$ cat config.mk
export PLATFORM = sky130hd
export DESIGN_NAME = cmd_sequencer
export DESIGN_NICKNAME = d
export VERILOG_FILES = /design/src/rtl/knight_pkg.sv /design/src/rtl/cmd_sequencer_store.sv /design/src/rtl/cmd_sequencer.sv
export SDC_FILE = /design/constraint.sdc
export NUM_CORES = 1
export LEC_CHECK = 0
export CAP_MARGIN = 0
export CORE_ASPECT_RATIO = 0.6
export CORE_UTILIZATION = 55
export CTS_CLUSTER_SIZE = 10
export DETAILED_ROUTE_END_ITERATION = 6
export PLACE_DENSITY = 0.84
export SYNTH_ARGS = -nofsm -noshare
export SYNTH_HDL_FRONTEND = slang
export SYNTH_SLANG_ARGS = --single-unit
$ cat constraint.sdc
create_clock -name clk -period 2.13 [get_ports clk]
set_input_delay 0.5325 -clock clk [delete_from_list [all_inputs] [get_ports clk]]
set_output_delay 0.5325 -clock clk [all_outputs]
set_load 0.03 [all_outputs]
$ cat src/rtl/knight_pkg.sv
// Shared definitions for the Knight host-side command tools.
package knight_pkg;

  typedef enum logic [2:0] {
    IDLE,
    SEND,
    WAIT_SNT,
    WAIT_RESP,
    GAP,
    DONE,
    ERR
  } seq_state_t;

  localparam logic [7:0] ACK_POS     = 8'hA5;

  localparam logic [1:0] ERR_NONE    = 2'd0;
  localparam logic [1:0] ERR_NAK     = 2'd1;
  localparam logic [1:0] ERR_TIMEOUT = 2'd2;

  localparam logic [3:0] CMD_CAL     = 4'h2;
  localparam logic [3:0] CMD_MOVE    = 4'h4;
  localparam logic [3:0] CMD_TOUR    = 4'h6;

  // Bits needed to hold values 0..n, never narrower than min_w.
  function automatic int sat_w(input int n, input int min_w);
    int w;
    w = $clog2(n + 1);
    return (w < min_w) ? min_w : w;
  endfunction

endpackage

$ cat src/rtl/cmd_sequencer_store.sv
// Command list storage: DEPTH x 16 slots filled in order from slot 0.
module cmd_store #(
  parameter int DEPTH = 16
) (
  input  logic                     clk,
  input  logic                     rst_n,
  input  logic                     wr_en,
  input  logic [15:0]              wr_data,
  input  logic                     clr,
  input  logic [$clog2(DEPTH)-1:0] rd_idx,
  output logic [15:0]              rd_data,
  output logic [$clog2(DEPTH):0]   cnt,
  output logic                     full
);
  localparam int AW = $clog2(DEPTH);

  logic [15:0] mem [DEPTH];

  // Slot contents are not reset; an empty list is expressed by cnt alone
  always_ff @(posedge clk) begin
    if (wr_en && !full) mem[cnt[AW-1:0]] <= wr_data;
  end

  // Write pointer: clear empties the list, writes stop once full
  always_ff @(posedge clk) begin
    if (!rst_n)             cnt <= '0;
    else if (clr)           cnt <= '0;
    else if (wr_en && !full) cnt <= cnt + (AW+1)'(1);
  end

  assign full    = (cnt == (AW+1)'(DEPTH));
  assign rd_data = mem[rd_idx];

endmodule

$ cat src/rtl/cmd_sequencer.sv
// Replays a stored list of Knight commands through RemoteComm, checking each ack.
module cmd_sequencer
  import knight_pkg::*;
#(
  parameter int         DEPTH        = 16,
  parameter int         GAP_CLKS     = 200000,
  parameter int         TIMEOUT_CLKS = 50000000,
  parameter logic [7:0] ACK          = ACK_POS
) (
  input  logic                   clk,
  input  logic                   rst_n,
  input  logic                   load,
  input  logic [15:0]            load_cmd,
  input  logic                   clr,
  input  logic                   start,
  output logic [15:0]            cmd,
  output logic                   snd_cmd,
  input  logic                   cmd_snt,
  input  logic                   resp_rdy,
  input  logic [7:0]             resp,
  output logic                   full,
  output logic                   busy,
  output logic                   done,
  output logic                   err,
  output logic [1:0]             err_code,
  output logic [$clog2(DEPTH):0] idx
);
  localparam int CW = $clog2(DEPTH) + 1;
  localparam int TW = sat_w(TIMEOUT_CLKS, 26);
  localparam int GW = sat_w(GAP_CLKS, 1);
  localparam logic [TW-1:0] TO_LAST  = TW'(TIMEOUT_CLKS - 1);
  localparam logic [GW-1:0] GAP_LAST = GW'(GAP_CLKS);

  seq_state_t    state, state_nxt;
  logic [CW-1:0] cnt, cnt_eff;
  logic [CW-2:0] rd_idx;
  logic [15:0]   rd_data;
  logic [TW-1:0] to_cnt;
  logic [GW-1:0] gap_cnt;
  logic          ctl_st, load_ok, clr_ok, start_ok;
  logic          is_last, to_hit, gap_hit, ack_ok;

  assign ctl_st   = (state == IDLE) || (state == DONE) || (state == ERR);
  assign busy     = !ctl_st;
  assign load_ok  = load && (state == IDLE) && !full;
  assign clr_ok   = clr && ctl_st;
  assign start_ok = start && ctl_st && !clr_ok;
  // A start that coincides with a load sees the list including that load
  assign cnt_eff  = load_ok ? cnt + CW'(1) : cnt;
  assign is_last  = (idx == cnt - CW'(1));
  assign to_hit   = (to_cnt >= TO_LAST);
  assign gap_hit  = (gap_cnt == GAP_LAST);
  assign ack_ok   = (resp == ACK);
  assign rd_idx   = start_ok ? '0 : idx[CW-2:0];

  cmd_store #(.DEPTH(DEPTH)) u_store (
    .clk     (clk),
    .rst_n   (rst_n),
    .wr_en   (load_ok),
    .wr_data (load_cmd),
    .clr     (clr_ok),
    .rd_idx  (rd_idx),
    .rd_data (rd_data),
    .cnt     (cnt),
    .full    (full)
  );

  // Next-state: qualifying events beat timeout expiry in the same cycle
  always_comb begin
    state_nxt = state;
    case (state)
      IDLE, DONE, ERR: begin
        if (clr_ok)        state_nxt = IDLE;
        else if (start_ok) state_nxt = (cnt_eff == '0) ? DONE : SEND;
      end
      SEND:      state_nxt = WAIT_SNT;
      WAIT_SNT: begin
        // resp_rdy here belongs to an earlier exchange and is ignored
        if (cmd_snt)     state_nxt = WAIT_RESP;
        else if (to_hit) state_nxt = ERR;
      end
      WAIT_RESP: begin
        if (resp_rdy)    state_nxt = ack_ok ? (is_last ? DONE : GAP) : ERR;
        else if (to_hit) state_nxt = ERR;
      end
      GAP:       if (gap_hit) state_nxt = SEND;
      default:   state_nxt = IDLE;
    endcase
  end

  // State register
  always_ff @(posedge clk) begin
    if (!rst_n) state <= IDLE;
    else        state <= state_nxt;
  end

  // Timeout counts every clock from the send pulse on; gap runs GAP_CLKS+1 idle clocks
  always_ff @(posedge clk) begin
    if (!rst_n) begin
      to_cnt  <= '0;
      gap_cnt <= '0;
    end else begin
      if ((state == SEND) || (state == WAIT_SNT) || (state == WAIT_RESP)) begin
        if (to_cnt != '1) to_cnt <= to_cnt + TW'(1);
      end else begin
        to_cnt <= '0;
      end
      if ((state == GAP) && !gap_hit) gap_cnt <= gap_cnt + GW'(1);
      else                            gap_cnt <= '0;
    end
  end

  // Registered outputs: send pulse, current command, index and sticky status
  always_ff @(posedge clk) begin
    if (!rst_n) begin
      snd_cmd  <= 1'b0;
      cmd      <= '0;
      idx      <= '0;
      done     <= 1'b0;
      err      <= 1'b0;
      err_code <= ERR_NONE;
    end else begin
      snd_cmd <= (state_nxt == SEND);
      if (clr_ok) begin
        done     <= 1'b0;
        err      <= 1'b0;
        err_code <= ERR_NONE;
      end else if (start_ok) begin
        done     <= (cnt_eff == '0);
        err      <= 1'b0;
        err_code <= ERR_NONE;
        idx      <= '0;
        // Slot 0 may be written in this very cycle, so bypass the array then
        if (cnt_eff != '0) cmd <= (load_ok && (cnt == '0)) ? load_cmd : rd_data;
      end else begin
        case (state)
          WAIT_SNT: begin
            if (!cmd_snt && to_hit) begin
              err      <= 1'b1;
              err_code <= ERR_TIMEOUT;
            end
          end
          WAIT_RESP: begin
            if (resp_rdy) begin
              if (ack_ok) begin
                if (is_last) done <= 1'b1;
                else         idx  <= idx + CW'(1);
              end else begin
                err      <= 1'b1;
                err_code <= ERR_NAK;
              end
            end else if (to_hit) begin
              err      <= 1'b1;
              err_code <= ERR_TIMEOUT;
            end
          end
          GAP:     if (gap_hit) cmd <= rd_data;
          default: ;
        endcase
      end
    end
  end

endmodule

Word-level counts from Yosys, hierarchy flattened
Memory sizes are Yosys's and may differ from the RTL's.
Index checks and enable logic that the tools add are counted.
Widths: inputs -> output; s select.
{"block": "totals", "ff_bits": 78, "ramBits": 256, "wordCells": 113, "n_memories": 1}
{"block": "op_classes", "add_sub_neg": 5, "order_cmp": 1, "n_eq_ne": 17, "muxes": 39, "n_bitwise": 2, "n_reduce_logical": 38}
{"memory": "u_store.mem", "depth": 16, "width": 16, "rd": 1, "rd_ports_with_merged_regs": 0, "wr": 1, "line_no": "cmd_sequencer_store.sv:17", "rtl": "logic [15:0] mem [DEPTH];"}
{"op": "$mux 16", "count": 5}
{"op": "$mux 5", "count": 6}
{"op": "$add 26x1->26 const B", "count": 1}
{"op": "$ge 26x26->1 const B", "count": 1}
{"op": "$ne 26x26->1 const B", "count": 1}
{"op": "$mux 3", "count": 7}
{"op": "$add 18x1->18 const B", "count": 1}
{"op": "$eq 18x18->1 const B", "count": 1}
{"op": "$pmux 3 s5", "count": 1}
{"op": "$reduce_bool 2->1", "count": 7}
{"op": "$mux 1", "count": 12}
{"op": "$reduce_and 4->1", "count": 3}
{"op": "$add 5x1->5 const B", "count": 2}
{"op": "$logic_not 5->1", "count": 2}
{"op": "$mux 2", "count": 5}
{"op": "$eq 3x3->1 const B", "count": 3}
{"op": "$logic_and 1x1->1", "count": 9}
{"op": "$eq 8x8->1 const B", "count": 1}
{"op": "$eq 3x1->1 const B", "count": 2}
{"op": "$eq 3x2->1 const B", "count": 2}
{"op": "$ne 3x3->1 const B", "count": 2}
{"op": "$reduce_or 3->1", "count": 2}
{"op": "$eq 5x5->1", "count": 1}
{"op": "$eq 5x5->1 const B", "count": 1}
{"op": "14 further kinds", "count": 24}

Logic depth before layout (Yosys ltp)
An unclocked memory read counts as a cell.
{"block": "logic_depth", "word_depth": 11, "depth_mapped": 10, "ltp_nobuf": 9}

Hierarchy
From an unflattened synthesis, not the netlist that was laid out.
{"block": "hier_totals", "hier_cells": 906, "area_unflattened_um2": 14137.3}
{"mod": "cmd_store", "n_inst": 1, "cells_per_inst": 449, "area_per_inst_um2": 9992.1, "seq_area_each_um2": 7787.5}
{"mod": "cmd_sequencer", "n_inst": 1, "cells_per_inst": 457, "area_per_inst_um2": 4145.2, "seq_area_each_um2": 1461.4}

Least setup slack after synthesis
No wires, ideal clock.
{"block": "synth_path", "path_kind": "flip-flop to flip-flop", "start": "register u_store.cnt[0]", "end": "memory u_store.mem[3][0], enable pin", "setup_ns": 0.374, "arrival_ns": 2.025, "path_slack_ns": -0.269, "path_stages_with_launch": 7, "cell_sequence": "dfxtp_1 > clkbuf_1 > inv_1 > ha_1 > and4bb_2 > nor2_1 > and3_1"}
{"block": "synth_via", "elab_chain_cells": 6}
{"element": "from (decl)", "line_no": "cmd_sequencer_store.sv:12", "rtl": "output logic [$clog2(DEPTH):0] cnt,"}
{"element": "from (signal assigned)", "line_no": "cmd_sequencer_store.sv:28", "rtl": "else if (wr_en && !full) cnt <= cnt + (AW+1)'(1);"}
{"element": "$eq 5x5->1 (*)", "line_no": "cmd_sequencer_store.sv:31", "rtl": "assign full = (cnt == (AW+1)'(DEPTH));"}
{"element": "net full", "line_no": "cmd_sequencer.sv:21", "rtl": "output logic full,"}
{"element": "$logic_not 1->1 (*)", "line_no": "cmd_sequencer_store.sv:21, cmd_sequencer.sv:45"}
{"element": "$logic_and 1x1->1", "line_no": "cmd_sequencer.sv:45", "rtl": "assign load_ok = load && (state == IDLE) && !full;"}
{"element": "$logic_and 1x1->1 (*)", "line_no": "cmd_sequencer_store.sv:21", "rtl": "if (wr_en && !full) mem[cnt[AW-1:0]] <= wr_data;"}
{"element": "$mux 1 (*)", "line_no": "cmd_sequencer_store.sv:21"}
{"element": "$mux 1 (implied by the code) (*)", "line_no": "cmd_sequencer_store.sv:21"}
{"element": "to (decl)", "line_no": "cmd_sequencer_store.sv:17"}
Mark *: on every way through the listed nets, which the timed path passes. The rest lies on a longest branch.

Final worst setup path
{"block": "layout_path", "start": "register u_store.cnt[0]", "end": "register cmd[5]"}
{"block": "layout_via", "elab_chain_cells": 7, "elab_cells_between_ends": 13, "classes_between": "1 x add/sub; 2 x eq/ne; 4 x mux; 6 x reduce/logical"}
{"element": "parallel branches: the longest is 7 deep, another holds $add 5x1->5"}
{"element": "to (signal assigned)", "line_no": "cmd_sequencer.sv:134", "rtl": "if (cnt_eff != '0) cmd <= (load_ok && (cnt == '0)) ? load_cmd : rd_data;"}
{"element": "to (signal assigned)", "line_no": "cmd_sequencer.sv:157", "rtl": "GAP: if (gap_hit) cmd <= rd_data;"}
{"element": "to (decl)", "line_no": "cmd_sequencer.sv:16", "rtl": "output logic [15:0] cmd,"}
Parallel ways; which one is timed is not known. The select of a mux whose other input is x is not followed.
A chain may end at the register's enable or synchronous reset.

==> metrics.txt <==
synth unique cells 67; Fin. Hold Viols 0; worst-case clock buffer depth 3; Met1 Wirelength 15.6 mm; Yosys top cell area share 54.6%; htree depth 2; CTS tree built; initial antenna violation count 1; Vias/cell 6.31; DIE WIDTH 208 µm; outcome finished with violations; failing checks negative setup slack; drt pass-1 iters 6; Net count, final 1,291; die height 126 µm; CTS buffer count 39; Mapped Nets 1,076; post-synthesis average cell area 13.6 µm²; Slew HR 52.3%; Critical Path Source Type flop; PortBufs 58; Slew @ Worst Pin 713 ps; Total GRT Usage 27.8%; min Tclk post-route 2250 ps; Max Fclk 445 MHz; clock sinks 334; slowest stage cell, crit path or4bb_4; PD cells 807 nW/µm²; WL final 37.4 mm; top_reg_cell synth edfxtp_1; max incr delay on CP 570 ps; total congestion overflow 0; share of total power in the clock network 41.6%; Async S/R FF share, synth 0%; dpl ws -715 ps; Clock Tree Root clkbuf_16; I/O pin count 59; RSZ-0062 raised after global routing yes; combinational fraction of design power 8.3%; Mapped Area 14,100 µm²; Crit Path Max Fanout 7; max_cap viols 0; leakage power 6.00 nW; HP Class reg -> reg; initial drt markers 1,211; worst setup path category reg -> reg; Max Used Layer met4; YS warnings 0; Syn Inst Count 1,036; global-route wire length before repair 55.1 mm; count leader, synth edfxtp_1; endpoint class of the critical path flop; Final setup viols 20; Peak VDD IR 544 µV; Syn-to-layout area delta 26.1%; fin worst setup slack -119 ps; Switch Pwr 3.27 mW; WL per Instance 23.5 µm; Seq pwr share 50.2%; sequential cell area fraction in the yosys report 65.7%; synth cell count leaders edfxtp_1 (256), nor2_1 (111), mux2i_1 (83), dfxtp_1 (78), nand2_1 (65); WP data required 2540 ps; # DRC 0; Detail Route Antenna Nets 0; full die area 26,200 µm²; met3 WL 4.80 mm; clock skew 17.8 ps; top cell type by total area after synthesis edfxtp_1; critical path, cell by cell ha_2, or4bb_4, nor2_4, nor3_2, o21a_1, o21ai_4, buf_4, o31ai_2; HPWL after DPL 23.3 mm; internal power 11.0 mW; number of synthesized register bits 334; final slew viol count 0; row count 44; DR WL met2 16.2 mm; Clock Pin Slew Worst Setup and Hold Paths 60 ps; via count 10,100; crit share post-route 106%; largest net degree at the start of global routing 28; share of cells above drive strength 1 23.8%; vias in the first global route 9,527; setup_tns -1640 ps; EDFF count, synth 256; core area 24,700 µm²; GPL Wtd Cong 0.903; CP arrival 2660 ps; top post-synthesis cells by area edfxtp_1 (55%), dfxtp_1 (11%), mux2i_1 (5.9%); Initial Utilization 57.0%; Clock Latency Late Sink 540 ps; Net Sw Frac 22.8%
sequential cells by signal, summed over array words and instances, names as in the netlist:
signal,cells
cmd,16
done,1
err,1
err_code,2
gap_cnt,18
idx,5
snd_cmd,1
state,3
to_cnt,26
u_store.cnt,5
u_store.mem,256
cells by family (layout without fill, tap and decap cells):
kind of cell / after synthesis / in the layout / share of synthesized area [%]
multiplexers: 115 / 115 / 8.63
AO/OA/AOI/OAI: 171 / 171 / 9.35
flip-flops: 334 / 334 / 65.7
adder cells (fa/ha/maj): 9 / 9 / 0.801
buffers and inverters: 65 / 301 / 1.97
AND/OR/NAND/NOR: 289 / 289 / 10.1
other: 0 / 1 / 0
XOR/XNOR: 53 / 53 / 3.41
path summary, 6_finish.rpt:
path	start	to	slack [ps]	cells past startpoint
worst max-delay path	u_store.cnt[0]	cmd[5]	-120	8
worst max register to register	u_store.cnt[0]	cmd[5]	-120	8
worst min-delay path	cmd[1]	cmd[1]	450	2
worst min register to register	cmd[1]	cmd[1]	450	2
cell usage in the layout, fill, tap and decap left out, types with 7 or more instances in the layout:
cell type,count
edfxtp_1,256
buf_4,140
nor2_1,109
mux2i_1,83
dfxtp_1,70
nand2_1,64
clkbuf_16,39
clkdlybuf4s50_1,33
a211oi_1,32
xor2_1,30
mux2_2,30
buf_12,27
nand3_1,23
xnor2_1,20
clkbuf_1,19
a22o_1,17
o21a_1,17
dlygate4sd2_1,17
o22ai_1,16
nor3_1,15
a221oi_1,15
nand4_1,13
a21oi_1,11
o21ai_0,9
o31ai_1,9
a2111oi_0,8
inv_1,7
nor4_1,7
a2111oi_1,7
buf_6,7
routing by layer:
layer,vias up,track usage [%]
li1,4411,-
met1,4945,41.0
met2,629,39.7
met3,77,8.40
met4,0,8.37
met5,-,0
power groups by stage:
stage | Sequential (mW) | Combinational [mW] | Clock (mW)
2_1_floorplan | 7.33 | 0.458 | 0
3_3_place_gp | 7.30 | 0.993 | 0
3_5_place_dp | 7.30 | 1.03 | 0
4_1_cts | 7.17 | 1.07 | 6.00
5_1_grt | 7.18 | 1.25 | 6.29
6_report | 7.18 | 1.19 | 5.95
through the flow:
stage          instances  total power, mW  instance area (µm²)  util (%)  hold WS, ps
2_1_floorplan       1036             7.79                14100         -          453
3_3_place_gp        1514             8.29                16300      66.2          441
3_5_place_dp        1514             8.34                16300      66.2          446
4_1_cts             1584             14.2                17500      71.1          453
5_1_grt             1594             14.7                17700      71.9          497
6_report            1595             14.3                17700      71.9          453
timing repair:
| action | CTS | global route |
|---|---|---|
| endpoints found under the setup margin | 41 | 38 |
| pin swaps | 2 | 8 |
| hold buffers | 0 | 0 |
| setup buffers | 8 | 10 |
| resized for setup | 38 | 37 |
layout make-up:
| class | instances | area [µm²] |
|---|---|---|
| clock buffers | 58 | 1050 |
| fillers | 1523 | 6920 |
| flip-flops and latches | 334 | 9260 |
| multi-input cells | 637 | 4710 |
| diodes | 1 | 2.50 |
| clock inverters | 4 | 61.3 |
| repair buffers | 229 | 2210 |
| well taps | 322 | 403 |
| inverters | 10 | 42.5 |
worst max-delay path, delay by kind of cell (launching register included):
kind                       cells  cell delay, ps
adders and majority gates      1             190
AOI/OAI and AO/OA              3             630
and+or+nand+nor                3             750
buffers and inverters          1             210
DFF                            1             350
Note: power is estimated with default switching activity, not from simulation.
